[src/rtl/cordic_pkg.sv]
// Shared constants and types for the CORDIC sine/cosine rotator.
// Fixed-point values are signed Q.F radians or unitless magnitudes.
package cordic_pkg;

  localparam int Q  = 2;
  localparam int F  = 16;
  localparam int W  = Q + F;
  localparam int XW = W + 2;

  typedef enum logic [1:0] {
    ST_IDLE = 2'd0,
    ST_ITER = 2'd1,
    ST_DONE = 2'd2
  } state_t;

  localparam logic [W-1:0] K_INV   = 18'h09B75;
  localparam logic [W-1:0] HALF_PI = 18'h19220;

  // round(atan(2^-i) * 2^F), i = 0..F-1
  localparam logic [W-1:0] ATAN [F] = '{
    18'h0C910, 18'h076B2, 18'h03EB7, 18'h01FD6,
    18'h00FFB, 18'h007FF, 18'h00400, 18'h00200,
    18'h00100, 18'h00080, 18'h00040, 18'h00020,
    18'h00010, 18'h00008, 18'h00004, 18'h00002
  };

endpackage

[src/rtl/cordic_rotator_if.sv]
// Request/result bundle between an angle source and the CORDIC rotator.
interface cordic_rotator_if #(
  parameter int W = cordic_pkg::W
);

  logic         start;
  logic [W-1:0] angle_in;
  logic         invalid_in;
  logic         busy;
  logic         done;
  logic [W-1:0] cos_out;
  logic [W-1:0] sin_out;
  logic         error;

  modport master (
    output start, angle_in, invalid_in,
    input  busy, done, cos_out, sin_out, error
  );

  modport slave (
    input  start, angle_in, invalid_in,
    output busy, done, cos_out, sin_out, error
  );

endinterface

[src/rtl/cordic_iter_step.sv]
// One combinational CORDIC micro-rotation in rotation mode.
module cordic_iter_step
  import cordic_pkg::*;
#(
  parameter int XW = cordic_pkg::XW,
  parameter int IW = $clog2(cordic_pkg::F)
) (
  input  logic signed [XW-1:0] x_in,
  input  logic signed [XW-1:0] y_in,
  input  logic signed [XW-1:0] z_in,
  input  logic        [IW-1:0] i_in,
  output logic signed [XW-1:0] x_out,
  output logic signed [XW-1:0] y_out,
  output logic signed [XW-1:0] z_out
);

  logic signed [XW-1:0] x_sh;
  logic signed [XW-1:0] y_sh;
  logic signed [XW-1:0] atan_x;

  assign x_sh   = x_in >>> i_in;
  assign y_sh   = y_in >>> i_in;
  assign atan_x = $signed(XW'(ATAN[i_in]));

  // Negative residual angle rotates clockwise (d = -1), otherwise counter-clockwise.
  always_comb begin
    x_out = x_in - y_sh;
    y_out = y_in + x_sh;
    z_out = z_in - atan_x;
    if (z_in[XW-1]) begin
      x_out = x_in + y_sh;
      y_out = y_in - x_sh;
      z_out = z_in + atan_x;
    end
  end

endmodule

[src/rtl/cordic_rotator.sv]
// Iterative CORDIC rotator: one micro-rotation per clock, producing cos/sin of a Q.F angle.
//   state   | meaning
//   ST_IDLE | waiting for start; inputs sampled here only
//   ST_ITER | running micro-rotations, i counts 0..ITER-1
//   ST_DONE | results valid, done high for this single cycle
module cordic_rotator
  import cordic_pkg::*;
#(
  parameter int Q    = cordic_pkg::Q,
  parameter int F    = cordic_pkg::F,
  parameter int ITER = 16
) (
  input  logic            clk,
  input  logic            rst_n,
  cordic_rotator_if.slave bus
);

  localparam int W  = Q + F;
  localparam int XW = W + 2;
  localparam int CW = $clog2(ITER + 1);
  localparam int IW = $clog2(F);

  localparam logic signed [XW-1:0] HALF_PI_X = $signed(XW'(HALF_PI));
  localparam logic signed [XW-1:0] K_INV_X   = $signed(XW'(K_INV));

  state_t               state;
  logic signed [XW-1:0] x_q, y_q, z_q;
  logic        [CW-1:0] i_q;
  logic signed [XW-1:0] x_n, y_n, z_n;
  logic        [IW-1:0] step_i;
  logic                 busy_q, done_q, err_q;
  logic        [W-1:0]  cos_q, sin_q;

  logic signed [XW-1:0] angle_x;
  logic signed [XW-1:0] angle_abs;
  logic                 reject;

  assign angle_x   = XW'($signed(bus.angle_in));
  assign angle_abs = angle_x[XW-1] ? -angle_x : angle_x;
  assign reject    = bus.invalid_in || (angle_abs > HALF_PI_X);
  assign step_i    = IW'(i_q);

  cordic_iter_step #(
    .XW (XW),
    .IW (IW)
  ) u_step (
    .x_in  (x_q),
    .y_in  (y_q),
    .z_in  (z_q),
    .i_in  (step_i),
    .x_out (x_n),
    .y_out (y_n),
    .z_out (z_n)
  );

  // Clamp the guard-bit datapath back to the W-bit output format.
  function automatic logic [W-1:0] sat(input logic signed [XW-1:0] v);
    if (&v[XW-1:W-1] || ~|v[XW-1:W-1]) begin
      sat = v[W-1:0];
    end else if (v[XW-1]) begin
      sat = {1'b1, {(W-1){1'b0}}};
    end else begin
      sat = {1'b0, {(W-1){1'b1}}};
    end
  endfunction

  always_ff @(posedge clk or negedge rst_n) begin
    if (!rst_n) begin
      state  <= ST_IDLE;
      x_q    <= '0;
      y_q    <= '0;
      z_q    <= '0;
      i_q    <= '0;
      busy_q <= 1'b0;
      done_q <= 1'b0;
      err_q  <= 1'b0;
      cos_q  <= '0;
      sin_q  <= '0;
    end else begin
      case (state)
        ST_IDLE: begin
          done_q <= 1'b0;
          if (bus.start) begin
            busy_q <= 1'b1;
            if (reject) begin
              state  <= ST_DONE;
              done_q <= 1'b1;
              err_q  <= 1'b1;
              cos_q  <= '0;
              sin_q  <= '0;
            end else begin
              state <= ST_ITER;
              x_q   <= K_INV_X;
              y_q   <= '0;
              z_q   <= angle_x;
              i_q   <= '0;
            end
          end
        end
        ST_ITER: begin
          x_q <= x_n;
          y_q <= y_n;
          z_q <= z_n;
          i_q <= i_q + CW'(1);
          // Final rotation result is registered straight into the outputs.
          if (i_q == CW'(ITER - 1)) begin
            state  <= ST_DONE;
            done_q <= 1'b1;
            err_q  <= 1'b0;
            cos_q  <= sat(x_n);
            sin_q  <= sat(y_n);
          end
        end
        ST_DONE: begin
          state  <= ST_IDLE;
          done_q <= 1'b0;
          busy_q <= 1'b0;
        end
        default: begin
          state  <= ST_IDLE;
          done_q <= 1'b0;
          busy_q <= 1'b0;
        end
      endcase
    end
  end

  assign bus.busy    = busy_q;
  assign bus.done    = done_q;
  assign bus.error   = err_q;
  assign bus.cos_out = cos_q;
  assign bus.sin_out = sin_q;

endmodule

[src/flat_wrapper.sv]
// flat-port wrapper written by rule: the top's interface ports become plain ports
module cordic_rotator_flat import cordic_pkg::*;
#(
  parameter int Q    = cordic_pkg::Q,
  parameter int F    = cordic_pkg::F,
  parameter int ITER = 16
)
  (clk, rst_n, bus_start, bus_angle_in, bus_invalid_in, bus_busy, bus_done, bus_cos_out, bus_sin_out, bus_error);
  cordic_rotator_if #(.W(W)) bus_i ();
  input  logic clk;
  input  logic rst_n;
  input wire logic [$bits(bus_i.start)-1:0] bus_start;
  input wire logic [$bits(bus_i.angle_in)-1:0] bus_angle_in;
  input wire logic [$bits(bus_i.invalid_in)-1:0] bus_invalid_in;
  output wire logic [$bits(bus_i.busy)-1:0] bus_busy;
  output wire logic [$bits(bus_i.done)-1:0] bus_done;
  output wire logic [$bits(bus_i.cos_out)-1:0] bus_cos_out;
  output wire logic [$bits(bus_i.sin_out)-1:0] bus_sin_out;
  output wire logic [$bits(bus_i.error)-1:0] bus_error;
  assign bus_i.start = bus_start;
  assign bus_i.angle_in = bus_angle_in;
  assign bus_i.invalid_in = bus_invalid_in;
  assign bus_busy = bus_i.busy;
  assign bus_done = bus_i.done;
  assign bus_cos_out = bus_i.cos_out;
  assign bus_sin_out = bus_i.sin_out;
  assign bus_error = bus_i.error;
  cordic_rotator #(.Q(Q), .F(F), .ITER(ITER)) u_core (.clk(clk), .rst_n(rst_n), .bus(bus_i));
endmodule
[config.mk]
export PLATFORM = sky130hd
export DESIGN_NAME = cordic_rotator_flat
export DESIGN_NICKNAME = d
export VERILOG_FILES = /design/src/rtl/cordic_pkg.sv /design/src/rtl/cordic_rotator_if.sv /design/src/rtl/cordic_iter_step.sv /design/src/rtl/cordic_rotator.sv /design/src/flat_wrapper.sv
export SDC_FILE = /design/constraint.sdc
export NUM_CORES = 1
export LEC_CHECK = 0
export CAP_MARGIN = 20
export CORE_AREA = 2 2 168 153
export CTS_CLUSTER_SIZE = 25
export DETAILED_ROUTE_END_ITERATION = 7
export DIE_AREA = 0 0 170 155
export PLACE_DENSITY = 0.63
export SLEW_MARGIN = 0
export SYNTH_ARGS = -nofsm -noshare
export SYNTH_HDL_FRONTEND = slang
export SYNTH_SLANG_ARGS = --single-unit
export TNS_END_PERCENT = 10
[constraint.sdc]
create_clock -name clk -period 15.48 [get_ports clk]
set_input_delay 3.096 -clock clk [delete_from_list [all_inputs] [get_ports clk]]
set_output_delay 3.096 -clock clk [all_outputs]
set_load 0.005 [all_outputs]
Word level (Yosys, flattened, before mapping)
Memories as Yosys holds them, arrays and structs flattened.
Index checks and enable logic that the tools add are counted.
Word-level totals
  flip-flop bits (word level): 106
  bits in read-only memories: 288
  output and inout port bits: 39
  word-level logic and storage cells: 88
  memories: 1
Memories
  (no name shown): words 16, bits a word 18, rd ports 1, clocked after memory_dff 0, write ports 0, line cordic_iter_step.sv:23  | assign atan_x = $signed(XW'(ATAN[i_in]));
Cells by class
  $add $sub $neg: 8
  $lt $le $gt $ge: 2
  equal/unequal tests: 6
  shift-type cells: 2
  multiplexer cells: 42
  bitwise operators: 2
  reduce and logical (&&, ||, !) cells: 15
Operator list (count)
  two-way mux 20 bit: 10
  two-way mux 18 bit: 10
  one-hot mux 20 bit (2 select lines): 3
  one-hot mux 18 bit (2 select lines): 2
  adder 20 bit: 2
  >>> shifter 20 x 4 -> 20 bit: 2
  subtractor 20 bit: 2
  adder 20 x 19 -> 20 bit: 1
  > comparator 20 x 18 -> 1 bit, second input constant: 1
  negator 18 -> 20 bit: 1
  subtractor 20 x 19 -> 20 bit: 1
  two-way mux 5 bit: 2
  one-hot mux 5 bit (2 select lines): 1
  AND reduction 3 bit: 3
  two-way mux 1 bit: 7
  two-way mux 2 bit: 3
  one-hot mux 1 bit (2 select lines): 3
  OR reduction 3 bit: 2
  adder 5 x 1 -> 5 bit, second input constant: 1
  equality test 5 x 4 -> 1 bit, second input constant: 1
  greater-or-equal comparator 5 bit, second input constant: 1
  inverter 4 -> 5 bit: 1
  inequality test 2 x 1 -> 1 bit, second input constant: 2
  inequality test 2 bit, second input constant: 2
  9 further kinds: 13

Longest topological paths before layout
  depth in word-level cells: 9
  depth in mapped cells: 27

Cells and area by module
A second synthesis with hierarchy kept.
Second synthesis, totals
  cells, all modules: 1403
  area total of the unflattened synthesis: 11920.2 sq um
Modules (own cells, without submodules)
  cordic_iter_step: instances 1, cells an instance 788, area an instance 6183.4 sq um, seq. area each 0.0 sq um
  cordic_rotator: instances 1, cells an instance 615, area an instance 5736.8 sq um, seq. area each 2652.5 sq um

Worst setup path after synthesis
No wires, ideal clock.
  path kind: input -> register
  start: in bus_angle_in[3]
  end: reg u_core.sin_q[9], in the netlist u_core.bus.sin_out[9]
  setup time: 0.126 ns
  arrival time: 6.251 ns
  data required time: 15.354 ns
  setup slack: 9.103 ns
  stages on the path: 12
  cells stage by stage: clkbuf_1 nor4_1 nand4b_1 and3_1 mux2_2 a32o_1 o21ai_1 a21oi_1 o41a_1 clkbuf_1 clkbuf_1 a221o_1
Between the ends
  cells in the longest elaborated chain, start to end: 6
RTL lines
  from (decl): line flat_wrapper.sv:13  | input wire logic [$bits(bus_i.angle_in)-1:0] bus_angle_in;
  negator 18 -> 20 bit: line cordic_rotator.sv:39  | assign angle_abs = angle_x[XW-1] ? -angle_x : angle_x;
  two-way mux 20 bit (*): line cordic_rotator.sv:39
  > comparator 20 x 18 -> 1 bit (*): line cordic_rotator.sv:40  | assign reject = bus.invalid_in || (angle_abs > HALF_PI_X);
  logical OR 1 bit (*): line cordic_rotator.sv:40
  inequality test 2 x 1 -> 1 bit (no source line) (*)
  AND reduction 4 bit (no source line) (*)
  to (signal assigned): line cordic_rotator.sv:111  | sin_q <= sat(y_n);
  to (decl): line cordic_rotator.sv:32  | logic [W-1:0] cos_q, sin_q;
Mark *: on every way between the ends. The rest lies on a longest branch, timed or not.
A chain may end at the register's enable or synchronous reset.

Worst setup path after layout
  start: reg u_core.i_q[1]
  end: reg u_core.cos_q[7], in the netlist u_core.bus.cos_out[7]
Between the ends
  cells in the longest elaborated chain, start to end: 9
RTL lines
  from (decl): line cordic_rotator.sv:28  | logic [CW-1:0] i_q;
  from (signal assigned): line cordic_rotator.sv:104  | i_q <= i_q + CW'(1);
  >>> shifter 20 x 4 -> 20 bit: line cordic_iter_step.sv:22  | assign y_sh = y_in >>> i_in;
  subtractor 20 bit / adder 20 bit (equally long branches): line cordic_iter_step.sv:27, cordic_iter_step.sv:31
  two-way mux 20 bit: line cordic_iter_step.sv:30  | if (z_in[XW-1]) begin
  OR reduction 3 bit: line cordic_rotator.sv:58  | if (&v[XW-1:W-1] || ~|v[XW-1:W-1]) begin
  logical NOT 1 bit: line cordic_rotator.sv:58
  logical OR 1 bit: line cordic_rotator.sv:58
  two-way mux 18 bit: line cordic_rotator.sv:58
  two-way mux 18 bit: line cordic_rotator.sv:106  | if (i_q == CW'(ITER - 1)) begin
  one-hot mux 18 bit (2 select lines): line cordic_rotator.sv:80  | case (state)
  to (signal assigned): line cordic_rotator.sv:110  | cos_q <= sat(x_n);
  to (decl): line cordic_rotator.sv:32
Parallel ways exist; a longest one is shown, timed or not. The select of a mux whose other input is x is not followed.

==> results.ini <==
[layout]
final_common_cell = nand2_1
final_net_count = 1407
n_antenna_cell = 0
layout_common_cells = nand2_1, dfrtp_1, o21ai_0
syn_to_final_growth_pct = 10.4
postLayoutCellArea_um2 = 12100
layout-drive-gt1-share_pct = 7.75

[clocking]
cts_buffers = 9
postCtsSetupBuffers = 0
clock_path_buffers = 2
cts_tree = built
clk_latency_ps = 360
cts-resized-gates = 0
root_buffer = clkbuf_16
postCtsHoldBufs = 0
clock_sinks = 106
clk_pin_slew_worst_paths_ps = 70
h-tree-depth = 3

[sta]
fin_skew_ps = 6.98
rsz0062_at_grt = false
layout_setup_ws_ps = 8480
timing.hold.ws_ps = 484
finalSetupTns_ps = 0
finalSetupViolations = 0
slew_headroom_pct = 28.4
tightest_slew_ps = 1060
hold_viol = 0
finalMaxSlewViolations = 0
period_share_pct = 45.2
fmax_mhz = 143
finalWorstPathRequiredPeriod_ps = 7000

[setup_path]
cp_slowest_cell = o41ai_1
crit_arrival_ps = 7240
startpoint_type = flip-flop
crit_family = compound AO/OA/AOI/OAI gates
worstSetupPathType = flip-flop to flip-flop
required_ps = 15720
crit_chain = buf_4 > mux4_2 > mux2_2 > or2_2 > and2_1 > inv_1 > ha_1 > and3_1 > a41oi_1 > xnor2_1 > ha_1 > nand4_1 > nor3b_1 > nor2_1 > o21ai_0 > o41ai_1 > mux2_2 > nor3_1 > nor4_2 > buf_4 > a221o_1
path_buf_inv = 3
timing.rr.start = u_core.i_q[1]
r2r_cells = 21
end_kind = flip-flop
r2r_slack_ps = 8480
reg2reg_to = u_core.bus.cos_out[7]
crit_path_max_incr_delay_ps = 960
crit_path_max_fanout = 42

[floorplanning]
die_h_um = 155
initial_core_util_pct = 44.2
die_w_um = 170
ioPinCount = 61
coreArea_um2 = 24800
rows = 55
dieArea_um2 = 26400

[min_path]
hold_path_depth = 2
hold_path_end = u_core.bus.done
hold_path_startpoint = u_core.bus.done
hold_class = flip-flop to flip-flop

[placed_design]
pre_cts_slack_ps = 8430
routabilityCongestion = 0.924
io_buffers = 60
dp_hpwl_um = 22700
placed_area_um2 = 11800

[grt]
grt_max_degree = 69
track_usage_pct = 24.3
grt_pass1_wl_um = 51600
first_global_vias = 9497
grt.overflow.total = 0
antenna_found_initial = 0

[detailed_routing]
dr.pass1.iters = 5
wl_met1_um = 15000
ant_nets = 0
vias = 9920
top_layer = met4
wl_um = 31600
met2_length_um = 14300
dr_wl_met3_um = 1660
wire_per_inst_um = 19.4
drtIter0Drc = 840
drc = 0
vias_per_cell = 6.09

[logic_synthesis]
avgSynthCellArea_um2 = 8.42
synth_area_um2 = 10900
synth_top_area_share_pct = 24.2
synth-edff-count = 0
synthTopCellsByArea = dfrtp_1, ha_1, mux4_2
ys_seq_area_share_pct = 24.2
synth_cell_types = 80
yosys_warnings = 0
syn_inst = 1300
synth_nets = 1395
synthArstFlopShare_pct = 100
ys_ff_latch = 106
synth-main-ff-cell = dfrtp_1
yosys.area.top_type = dfrtp_1

[job]
drv_cap = 0

[status]
status = complete, no violations

-- worst max-delay path by stage --
stage | startpoint | to | slack [ps] | cells past startpoint
3_5_place_dp | bus_angle_in[3] | u_core.bus.sin_out[14] | 8430 | 12
3_3_place_gp | bus_angle_in[3] | u_core.bus.sin_out[12] | 8500 | 12
4_1_cts | u_core.i_q[1] | u_core.bus.cos_out[7] | 8590 | 21
5_1_grt | u_core.i_q[1] | u_core.bus.cos_out[7] | 7840 | 21
6_report | u_core.i_q[1] | u_core.bus.cos_out[7] | 8480 | 21
2_1_floorplan | bus_angle_in[3] | u_core.bus.sin_out[9] | 9100 | 12
-- area by class of cell --
class	instances	area [µm²]
well taps	313	392
fillers	2422	12700
multi-input cells	1075	7830
flip-flops and latches	106	2660
inverters	43	161
clock buffers	11	243
repair buffers	77	726
clock inverters	4	77.6
-- synthesized netlist by cell type (all sizes together) (10+ instances only) --
cell type / count
a211oi: 12
a21o: 28
a21oi: 92
a221o: 33
a31oi: 20
and2: 10
buf: 25
clkbuf: 51
dfrtp: 106
ha: 70
inv: 42
mux2: 13
mux2i: 55
mux4: 34
nand2: 180
nand2b: 15
nand3: 21
nor2: 85
nor2b: 16
nor3: 20
nor4: 10
o21a: 13
o21ai: 94
o21bai: 12
o22ai: 17
xnor2: 62
xor2: 41
-- tightest hold or removal path, delay by kind of cell (launching register included) --
| kind | cells | cell delay (ps) |
|---|---|---|
| simple gates | 2 | 100 |
| flops | 1 | 350 |
-- sequential cells by signal, summed over array words and instances (netlist names), 2 cells and up --
| name | flops |
|---|---|
| u_core.state | 2 |
| u_core.bus.sin_out | 18 |
| u_core.i_q | 5 |
| u_core.y_q | 20 |
| u_core.z_q | 20 |
| u_core.bus.cos_out | 18 |
| u_core.x_q | 20 |
-- layer usage --
metal | up-vias | GRT usage (%)
met5 | - | 0
met4 | 0 | 7.04
met3 | 39 | 3.03
met2 | 275 | 38.5
met1 | 4770 | 35.0
li1 | 4836 | -
-- cell families (layout without fill, tap and decap cells) --
kind of cell    count (synthesis)  after routing  share of synthesized area (%)
xor+xnor                      103            103                           8.24
compound gates                396            396                           24.2
flops                         106            106                           24.2
buf+inv                       119            135                           4.40
simple gates                  401            401                           17.0
fa+ha+maj                      73             73                           8.55
mux                           102            102                           13.4
-- stage by stage --
step	instances	util (%)
2_1_floorplan	1300	-
3_3_place_gp	1614	47.5
3_5_place_dp	1614	47.5
4_1_cts	1629	48.8
5_1_grt	1629	48.8
6_report	1629	48.8
Power is left out: the tool's default activity adds up to more than one toggle a clock period on the data nets, which glitch-free logic cannot reach.
